### config.mk
export PLATFORM = sky130hd
export DESIGN_NAME = change_dispenser
export DESIGN_NICKNAME = d
export VERILOG_FILES = /design/src/rtl/change_dispenser.sv
export SDC_FILE = /design/constraint.sdc
export NUM_CORES = 1
export LEC_CHECK = 0
export BUFFER_PORTS_ARGS = -buffer_cell sky130_fd_sc_hd__buf_4
export CAP_MARGIN = 10
export CORE_ASPECT_RATIO = 1.2
export CORE_MARGIN = 4
export CORE_UTILIZATION = 45
export DETAILED_ROUTE_END_ITERATION = 10
export PLACE_DENSITY = 0.75
export SKIP_LAST_GASP = 1
export SYNTH_ARGS = -nofsm -noshare
export SYNTH_HDL_FRONTEND = slang
export SYNTH_SLANG_ARGS = --single-unit
### constraint.sdc
create_clock -name clk -period 2.3 [get_ports clk]
set_input_delay 0.115 -clock clk [delete_from_list [all_inputs] [get_ports clk]]
set_output_delay 0.115 -clock clk [all_outputs]
set_load 0.03 [all_outputs]
### src/rtl/change_dispenser.sv
// change_dispenser: pays a change amount out as physical coins, largest coin
// first, tracking per-denomination tube inventory and handshaking each coin
// with the ejector. Unpaid residue is reported as shortfall and an ejector
// that never acknowledges raises a sticky fault.
//
// state    | meaning
// ---------+--------------------------------------------------------------
// IDLE     | ready for a change request
// SELECT   | pick the largest coin that fits the remaining amount and is stocked
// WAIT_ACK | one coin requested from the ejector, waiting for ack or timeout
// DONE     | one-cycle completion pulse, shortfall is valid

module change_dispenser #(
  parameter int TUBE_DEPTH  = 15,
  parameter int INIT_COUNT  = 8,
  parameter int ACK_TIMEOUT = 255
) (
  input  logic       clk,
  input  logic       rst_n,
  input  logic       change_valid,
  input  logic [7:0] change_amt,
  output logic       change_ready,
  output logic       eject_req,
  output logic [1:0] eject_denom,
  input  logic       eject_ack,
  input  logic       refill_en,
  input  logic [1:0] refill_denom,
  output logic       done,
  output logic [7:0] shortfall,
  output logic       fault,
  output logic [3:0] tube_empty
);

  localparam int CW = $clog2(TUBE_DEPTH + 1);
  localparam int TW = (ACK_TIMEOUT > 1) ? $clog2(ACK_TIMEOUT + 1) : 1;

  localparam logic [CW-1:0] COUNT_FULL = CW'(TUBE_DEPTH);
  localparam logic [CW-1:0] COUNT_INIT = CW'(INIT_COUNT);
  // Last timer value before the timeout fires: the timer would reach
  // ACK_TIMEOUT on this edge, so eject_req stays up exactly ACK_TIMEOUT cycles.
  localparam logic [TW-1:0] TIMER_LAST = TW'(ACK_TIMEOUT - 1);

  typedef enum logic [1:0] {
    S_IDLE     = 2'd0,
    S_SELECT   = 2'd1,
    S_WAIT_ACK = 2'd2,
    S_DONE     = 2'd3
  } state_t;

  state_t          r_state;
  state_t          w_next_state;

  logic [7:0]      r_remaining;
  logic [1:0]      r_eject_denom;
  logic [TW-1:0]   r_timer;
  logic [7:0]      r_shortfall;
  logic            r_fault;
  logic [CW-1:0]   r_count [4];

  logic            w_found;
  logic [1:0]      w_sel_denom;
  logic            w_ack_take;
  logic            w_timeout;

  // Coin face value in credit units for each tube index.
  function automatic logic [7:0] coin_value(input logic [1:0] denom);
    logic [7:0] v;
    case (denom)
      2'd0:    v = 8'd10;
      2'd1:    v = 8'd20;
      2'd2:    v = 8'd50;
      default: v = 8'd100;
    endcase
    return v;
  endfunction

  // Greedy pick: ascending scan, so the last hit is the largest payable coin.
  // remaining=0 never matches because every coin is worth at least 10.
  always_comb begin
    w_found     = 1'b0;
    w_sel_denom = 2'd0;
    for (int d = 0; d < 4; d++) begin
      if ((coin_value(2'(d)) <= r_remaining) && (r_count[d] != '0)) begin
        w_found     = 1'b1;
        w_sel_denom = 2'(d);
      end
    end
  end

  assign w_ack_take = (r_state == S_WAIT_ACK) && eject_ack;
  assign w_timeout  = (r_state == S_WAIT_ACK) && !eject_ack && (r_timer == TIMER_LAST);

  // State register.
  always_ff @(posedge clk) begin
    if (!rst_n) begin
      r_state <= S_IDLE;
    end else begin
      r_state <= w_next_state;
    end
  end

  // Next-state logic and Moore outputs decoded from the registered state.
  always_comb begin
    w_next_state = r_state;
    change_ready = 1'b0;
    eject_req    = 1'b0;
    done         = 1'b0;
    case (r_state)
      S_IDLE: begin
        change_ready = 1'b1;
        if (change_valid) begin
          w_next_state = S_SELECT;
        end
      end
      S_SELECT: begin
        w_next_state = w_found ? S_WAIT_ACK : S_DONE;
      end
      S_WAIT_ACK: begin
        eject_req = 1'b1;
        if (eject_ack) begin
          w_next_state = S_SELECT;
        end else if (w_timeout) begin
          w_next_state = S_DONE;
        end
      end
      S_DONE: begin
        done         = 1'b1;
        w_next_state = S_IDLE;
      end
      default: begin
        w_next_state = S_IDLE;
      end
    endcase
  end

  // Payout datapath: remaining amount, selected coin, ack timer, results.
  always_ff @(posedge clk) begin
    if (!rst_n) begin
      r_remaining   <= 8'd0;
      r_eject_denom <= 2'd0;
      r_timer       <= '0;
      r_shortfall   <= 8'd0;
      r_fault       <= 1'b0;
    end else begin
      case (r_state)
        S_IDLE: begin
          if (change_valid) begin
            r_remaining <= change_amt;
          end
        end
        S_SELECT: begin
          if (w_found) begin
            r_eject_denom <= w_sel_denom;
            r_timer       <= '0;
          end else begin
            r_shortfall <= r_remaining;
          end
        end
        S_WAIT_ACK: begin
          if (eject_ack) begin
            // SELECT only picks coins that fit, so this cannot underflow.
            r_remaining <= r_remaining - coin_value(r_eject_denom);
          end else if (w_timeout) begin
            r_fault     <= 1'b1;
            r_shortfall <= r_remaining;
          end else begin
            r_timer <= r_timer + TW'(1);
          end
        end
        default: begin
        end
      endcase
    end
  end

  // Tube inventory: a refill overrides a same-cycle ack decrement on that tube.
  always_ff @(posedge clk) begin
    if (!rst_n) begin
      for (int d = 0; d < 4; d++) begin
        r_count[d] <= COUNT_INIT;
      end
    end else begin
      for (int d = 0; d < 4; d++) begin
        if (refill_en && (refill_denom == 2'(d))) begin
          r_count[d] <= COUNT_FULL;
        end else if (w_ack_take && (r_eject_denom == 2'(d))) begin
          r_count[d] <= r_count[d] - CW'(1);
        end
      end
    end
  end

  // Empty flags straight from the counts.
  always_comb begin
    tube_empty = 4'b0000;
    for (int d = 0; d < 4; d++) begin
      tube_empty[d] = (r_count[d] == '0);
    end
  end

  assign eject_denom = r_eject_denom;
  assign shortfall   = r_shortfall;
  assign fault       = r_fault;

endmodule

# Word-level counts from Yosys, hierarchy flattened
# Memory sizes are Yosys's and may differ from the RTL's.
# Index checks and enable logic that the tools add are counted.
# op_classes
addsub	6
n_lt_le_gt_ge	4
reduce_logical	35
mul	0
bitwise_logic	9
shift	0
mux	67
eq_ne	18
n_div	0
# op_table
operator	n
8-bit 2-to-1 mux	11
8-bit one-hot mux with 2 select lines	3
1-bit 2-to-1 mux	38
4-bit 2-to-1 mux	8
7-bit one-hot mux with 3 select lines	1
4-bit zero test	4
4-bit nonzero test	4
4-bit by 1-bit subtractor with 4-bit output, second input constant	4
1-bit logical AND	15
2-bit inequality test, second input constant	7
2-bit equality test, second input constant	6
2-bit 2-to-1 mux	5
8-bit by 1-bit adder with 8-bit output, second input constant	1
8-bit equality test, second input constant	1
4-bit by 8-bit <= comparator with 1-bit output, first input constant	1
5-bit by 8-bit <= comparator with 1-bit output, first input constant	1
6-bit by 8-bit <= comparator with 1-bit output, first input constant	1
7-bit by 8-bit <= comparator with 1-bit output, first input constant	1
1-bit bitwise OR	8
2-bit one-hot mux with 4 select lines	1
4-bit AND reduction	2
8-bit subtractor	1
2-bit by 1-bit equality test with 1-bit output, second input constant	3
2-bit zero test	3
6 further kinds	9
# word_totals
memories	1
output_inout_bits	18
ram_bits	16
latchBits	0
ff_bits	29
romBits	0
# mem_list
memory	words	word_bits	rd	rd_ports_with_merged_regs	write_ports	line	rtl
r_count	4	4	4	0	4	58	logic [CW-1:0] r_count [4];

# Depth between registers and ports, before layout
# An unclocked memory read counts as a cell.
# depth
ltp_word	9
mapped_depth	12
depth_no_buf	12

# Worst setup path before layout
# Ideal clock, no wire load.
# synth_timing
path_type	register to register
start	register r_eject_denom[1], in the netlist eject_denom[1]
end	register r_remaining[7]
path_stages_with_launch	12
required_time_ps	2181
arrival_time_ps	2444
setup_slack_ps	-263
cell_sequence	dfxtp_1 -> ha_1 -> nor2_1 -> nor2_1 -> ha_1 -> inv_1 -> fa_1 -> a21o_1 -> a21oi_1 -> o211ai_1 -> o22a_1 -> o221a_2
# synth_between
elab_chain_cells	8
# synth_rtl
item	line	rtl
from (decl)	54	logic [1:0] r_eject_denom;
from (signal assigned)	153	r_eject_denom <= w_sel_denom;
2-bit equality test (tied with other cells)	68	case (denom)
7-bit one-hot mux with 3 select lines *	68	
8-bit 2-to-1 mux *	160	if (eject_ack) begin
8-bit 2-to-1 mux *	145	case (r_state)
8-bit 2-to-1 mux *	138	if (!rst_n) begin
8-bit subtractor *	162	r_remaining <= r_remaining - coin_value(r_eject_denom);
8-bit 2-to-1 mux *	160	
8-bit one-hot mux with 2 select lines *	145	
to (signal assigned)	148	r_remaining <= change_amt;
to (signal assigned)	162	
to (decl)	53	logic [7:0] r_remaining;
# Mark *: on every way between the ends. The rest lies on a longest branch, timed or not. The select of a mux whose other input is x is not followed.
# A chain may end at the register's enable or synchronous reset.

# Worst setup path in the final report
# layout_timing
start	register r_eject_denom[0], in the netlist eject_denom[0]
end	register r_remaining[7]
# The elaborated chain is that of the path after synthesis.

==> summary.md <==
| Metric | Value |
|---|---|
| Outcome | completed |
| Worst path slowest cell | dfxtp_4 |
| Die Y | 92.3 um |
| Register bit count reported by yosys | 45 |
| Post-synth cell types | 51 |
| Final net count | 371 |
| DR WL/cell | 13.6 um |
| Worst slew pin tran | 0.464 ns |
| 1st-pass router iterations | 4 |
| Root buffer cell | clkbuf_8 |
| DRC Markers | 0 |
| Worst Min Path Start | change_amt[0] |
| Post-Syn Area per Cell | 9.12 um^2 |
| Yosys Warn Count | 0 |
| Routed vias | 2230 |
| Htree depth | 2 |
| Clk buf depth | 2 |
| EDFF count, synth | 16 |
| Core Util, Final | 56.4% |
| Row cnt | 30 |
| CP Capture Type | flop |
| Tmin final | 2.27 ns |
| Critical path buffers and inverters | 2 |
| CTS sink cnt | 45 |
| Sequential power share | 46.8% |
| Switch share | 30.3% |
| Crit-path leading delay family | compound AO/OA/AOI/OAI gates |
| Vias in the first global route | 2159 |
| Worst min-delay path class | input pin to flop |
| Effective utilization at floorplan | 46.7% |
| Setup CP Type | flop to flop |
| Worst rel slew slack | 68.8% |
| DPL Wire Length | 4.38 mm |
| Overall routing resource usage | 17.0% |
| Reg2reg setup slack | 0.03 ns |
| Worst EP arrival | 2.47 ns |
| R2r endpoint | r_remaining[7] |
| Worst setup SP type | flop |
| Crit path max fanout | 4 |
| Final Skew | 0.00737 ns |
| Area delta synth->final | 20.8% |
| Leak Pwr | 1.31 nW |
| Worst Hold End | r_remaining[0] |
| Start of the worst register-to-register path | eject_denom[0] |
| Register area share after synthesis | 39.8% |
| Main synth FF type | dfxtp_1 |
| Synth Cell Area | 0.00266 mm^2 |
| Final hold vios | 0 |
| Worst VDD drop | 303 uV |
| Int Pwr | 1.38 mW |
| # diodes | 0 |
| DIE AREA | 0.00722 mm^2 |
| Largest net degree at the start of global routing | 34 |
| Drt total wl | 5.72 mm |
| Boundary Pins | 33 |
| Post-Syn Nets | 325 |
| Max-cap violations | 0 |
| Gpl congestion | 0.830 |
| Design Power | 1.97 mW |
| Routed vias/inst | 5.32 |
| Layout cell share with drive strength beyond 1 | 23.9% |
| Final Max Slew Viols | 0 |
| Logic pwr share | 24.8% |
| Net switching power | 0.597 mW |
| Cell Area, Placed | 0.00304 mm^2 |
| First-pass GRT wire length | 9.83 mm |
| Async SR Flop Fraction | 0% |
| DRT iter0 DRCs | 87 |
| Area leader, netlist | dfxtp_1 |
| Synth area leaders | dfxtp_1 22%, edfxtp_1 18%, ha_1 8.0%, nand2_1 5.2%, mux2i_1 4.1% |
| Synthesized instance count | 292 |
| Max incr delay on CP | 0.37 ns |
| I/O Buffers | 32 |
| Hold Path Stages | 3 |
| Initial antenna violation count | 0 |
| Post-Layout Inst Area | 0.00322 mm^2 |
| Fmax | 0.440 GHz |
| Final setup fails | 0 |
| R2R cell count | 12 |
| Yosys top cell area share | 21.8% |
| Tcrit/Tclk final | 98.8% |
| Clock share of power | 28.4% |
| Cells along the critical path | inv_4, ha_4, nor2_2, nor2_1, ha_2, inv_2, fa_2, a21o_1, a21oi_2, o211ai_1, o22a_1, o221a_2 |
| Post-Place Cells | 407 |
| CTS tree | yes |
| Die W | 78.2 um |
| Unrepaired setup endpoints after global routing | yes |
| Total grt overflow | 0 |
| Finished Layout Cells | 419 |
| Core area | 0.00571 mm^2 |
| Clk_lat worst skew | 0.30 ns |
| CTS buffer count | 5 |
| Post-route ant nets | 0 |
| Clock transition at path regs | 0.08 ns |
| PwrDens | 613 mW/mm^2 |
| CP required | 2.49 ns |
[kinds of logic after synthesis]
family	share of synthesized area (%)
adder cells (fa/ha/maj)	8.74
buffers and inverters	4.79
AO/OA/AOI/OAI	13.2
XOR/XNOR	5.59
AND/OR/NAND/NOR	23.7
flip-flops	39.8
multiplexers	4.13
[layout make-up]
class	count	area (um^2)
sequential	45	1070
timing repair buffer	46	345
multi-input combinational	220	1520
inverter	20	81.3
tap	80	100
clock inverter	1	8.76
fill	528	2490
clock buffer	7	97.6
[registers in the layout, indices dropped and copies added, names as in the netlist]
signal / flops
r_timer: 8
eject_denom: 2
r_count: 16
fault: 1
r_state: 2
shortfall: 8
r_remaining: 8
[synthesized netlist by cell type, types with 2 or more instances]
cell type	number
nand4_1	5
o2111ai_1	2
xnor2_1	7
o211ai_1	2
nor3b_2	3
nand2b_1	5
clkbuf_8	2
and2_1	4
or3_1	3
edfxtp_1	16
a31oi_1	4
mux2i_1	11
inv_1	19
nand2_1	37
nor3_2	2
a21oi_1	14
nor3_1	9
o21ai_0	20
nor2b_1	2
dfxtp_1	29
xor2_1	10
clkbuf_1	2
and3_1	3
nor2_1	24
nand3b_1	3
nand3_1	11
ha_1	17
o21a_1	2
nor3b_1	2
[power groups by stage]
stage | clock (mW) | combinational [mW] | sequential [mW]
finish | 0.561 | 0.489 | 0.923
global route | 0.605 | 0.550 | 0.929
CTS | 0.576 | 0.475 | 0.922
detailed placement | 0 | 0.452 | 0.938
global placement | 0 | 0.444 | 0.936
floorplan | 0 | 0.323 | 0.931
[per-stage QoR]
stage	hold WS [ns]	TNS, ns	worst slack [ns]
6_report	0.0740	0	0.0271
5_1_grt	0.0717	-0.125	-0.125
4_1_cts	0.0622	0	0.00857
3_5_place_dp	0.390	-0.113	-0.113
3_3_place_gp	0.383	0	0.00261
2_1_floorplan	0.262	-0.0592	-0.0592
[worst register-to-register path: stages (launching register included)]
cell and delay (ns):
dfxtp_4 0.37, inv_4 0.08, ha_4 0.14, nor2_2 0.04
nor2_1 0.10, ha_2 0.20, inv_2 0.04, fa_2 0.34
a21o_1 0.17, a21oi_2 0.16, o211ai_1 0.13, o22a_1 0.19
o221a_2 0.22
[cells in the final DEF, fill, tap and decap left out, types with 2 or more instances in the layout]
cell type and n:
a21oi_1 13, a31oi_1 4, and2_1 4, and3_1 3, buf_4 46, clkbuf_8 5, dfxtp_1 27, dfxtp_4 2
edfxtp_1 16, ha_1 14, ha_4 2, inv_1 16, inv_4 2, mux2i_1 11, nand2_1 37, nand2b_1 5
nand3_1 11, nand3b_1 3, nand4_1 5, nor2_1 23, nor2b_1 2, nor3_1 9, nor3_2 2, nor3b_2 4
o2111ai_1 2, o211ai_1 2, o21a_1 2, o21ai_0 20, or3_1 3, xnor2_1 7, xor2_1 10
[worst max-delay path by stage]
| stage | startpoint | cells past startpoint | slack [ns] | to |
|---|---|---|---|---|
| 2_1_floorplan | eject_denom[0] | 12 | -0.06 | r_remaining[7] |
| 3_3_place_gp | eject_denom[1] | 12 | 0.003 | r_remaining[7] |
| 3_5_place_dp | eject_denom[0] | 12 | -0.11 | r_remaining[7] |
| 4_1_cts | eject_denom[0] | 12 | 0.009 | r_remaining[7] |
| 5_1_grt | eject_denom[0] | 12 | -0.12 | r_remaining[7] |
| 6_report | eject_denom[0] | 12 | 0.03 | r_remaining[7] |
[layer usage]
metal | share of wire, % | track usage [%] | vias up | routed length [um]
met5 | 0 | 0 | - | 0
met4 | 1.9 | 6.56 | 0 | 106
met3 | 4.0 | 3.63 | 11 | 226
met2 | 52 | 31.1 | 48 | 2950
met1 | 43 | 19.0 | 1055 | 2440
li1 | - | - | 1116 | -
[what timing repair did]
item                       4_1_cts  5_1_grt
setup endpoints to repair        1        2
pin swaps                        8       10
buffers inserted                 2        2
hold buffers                     0        0
gates resized for setup         11        1
Power figures use the tool's default switching activity.
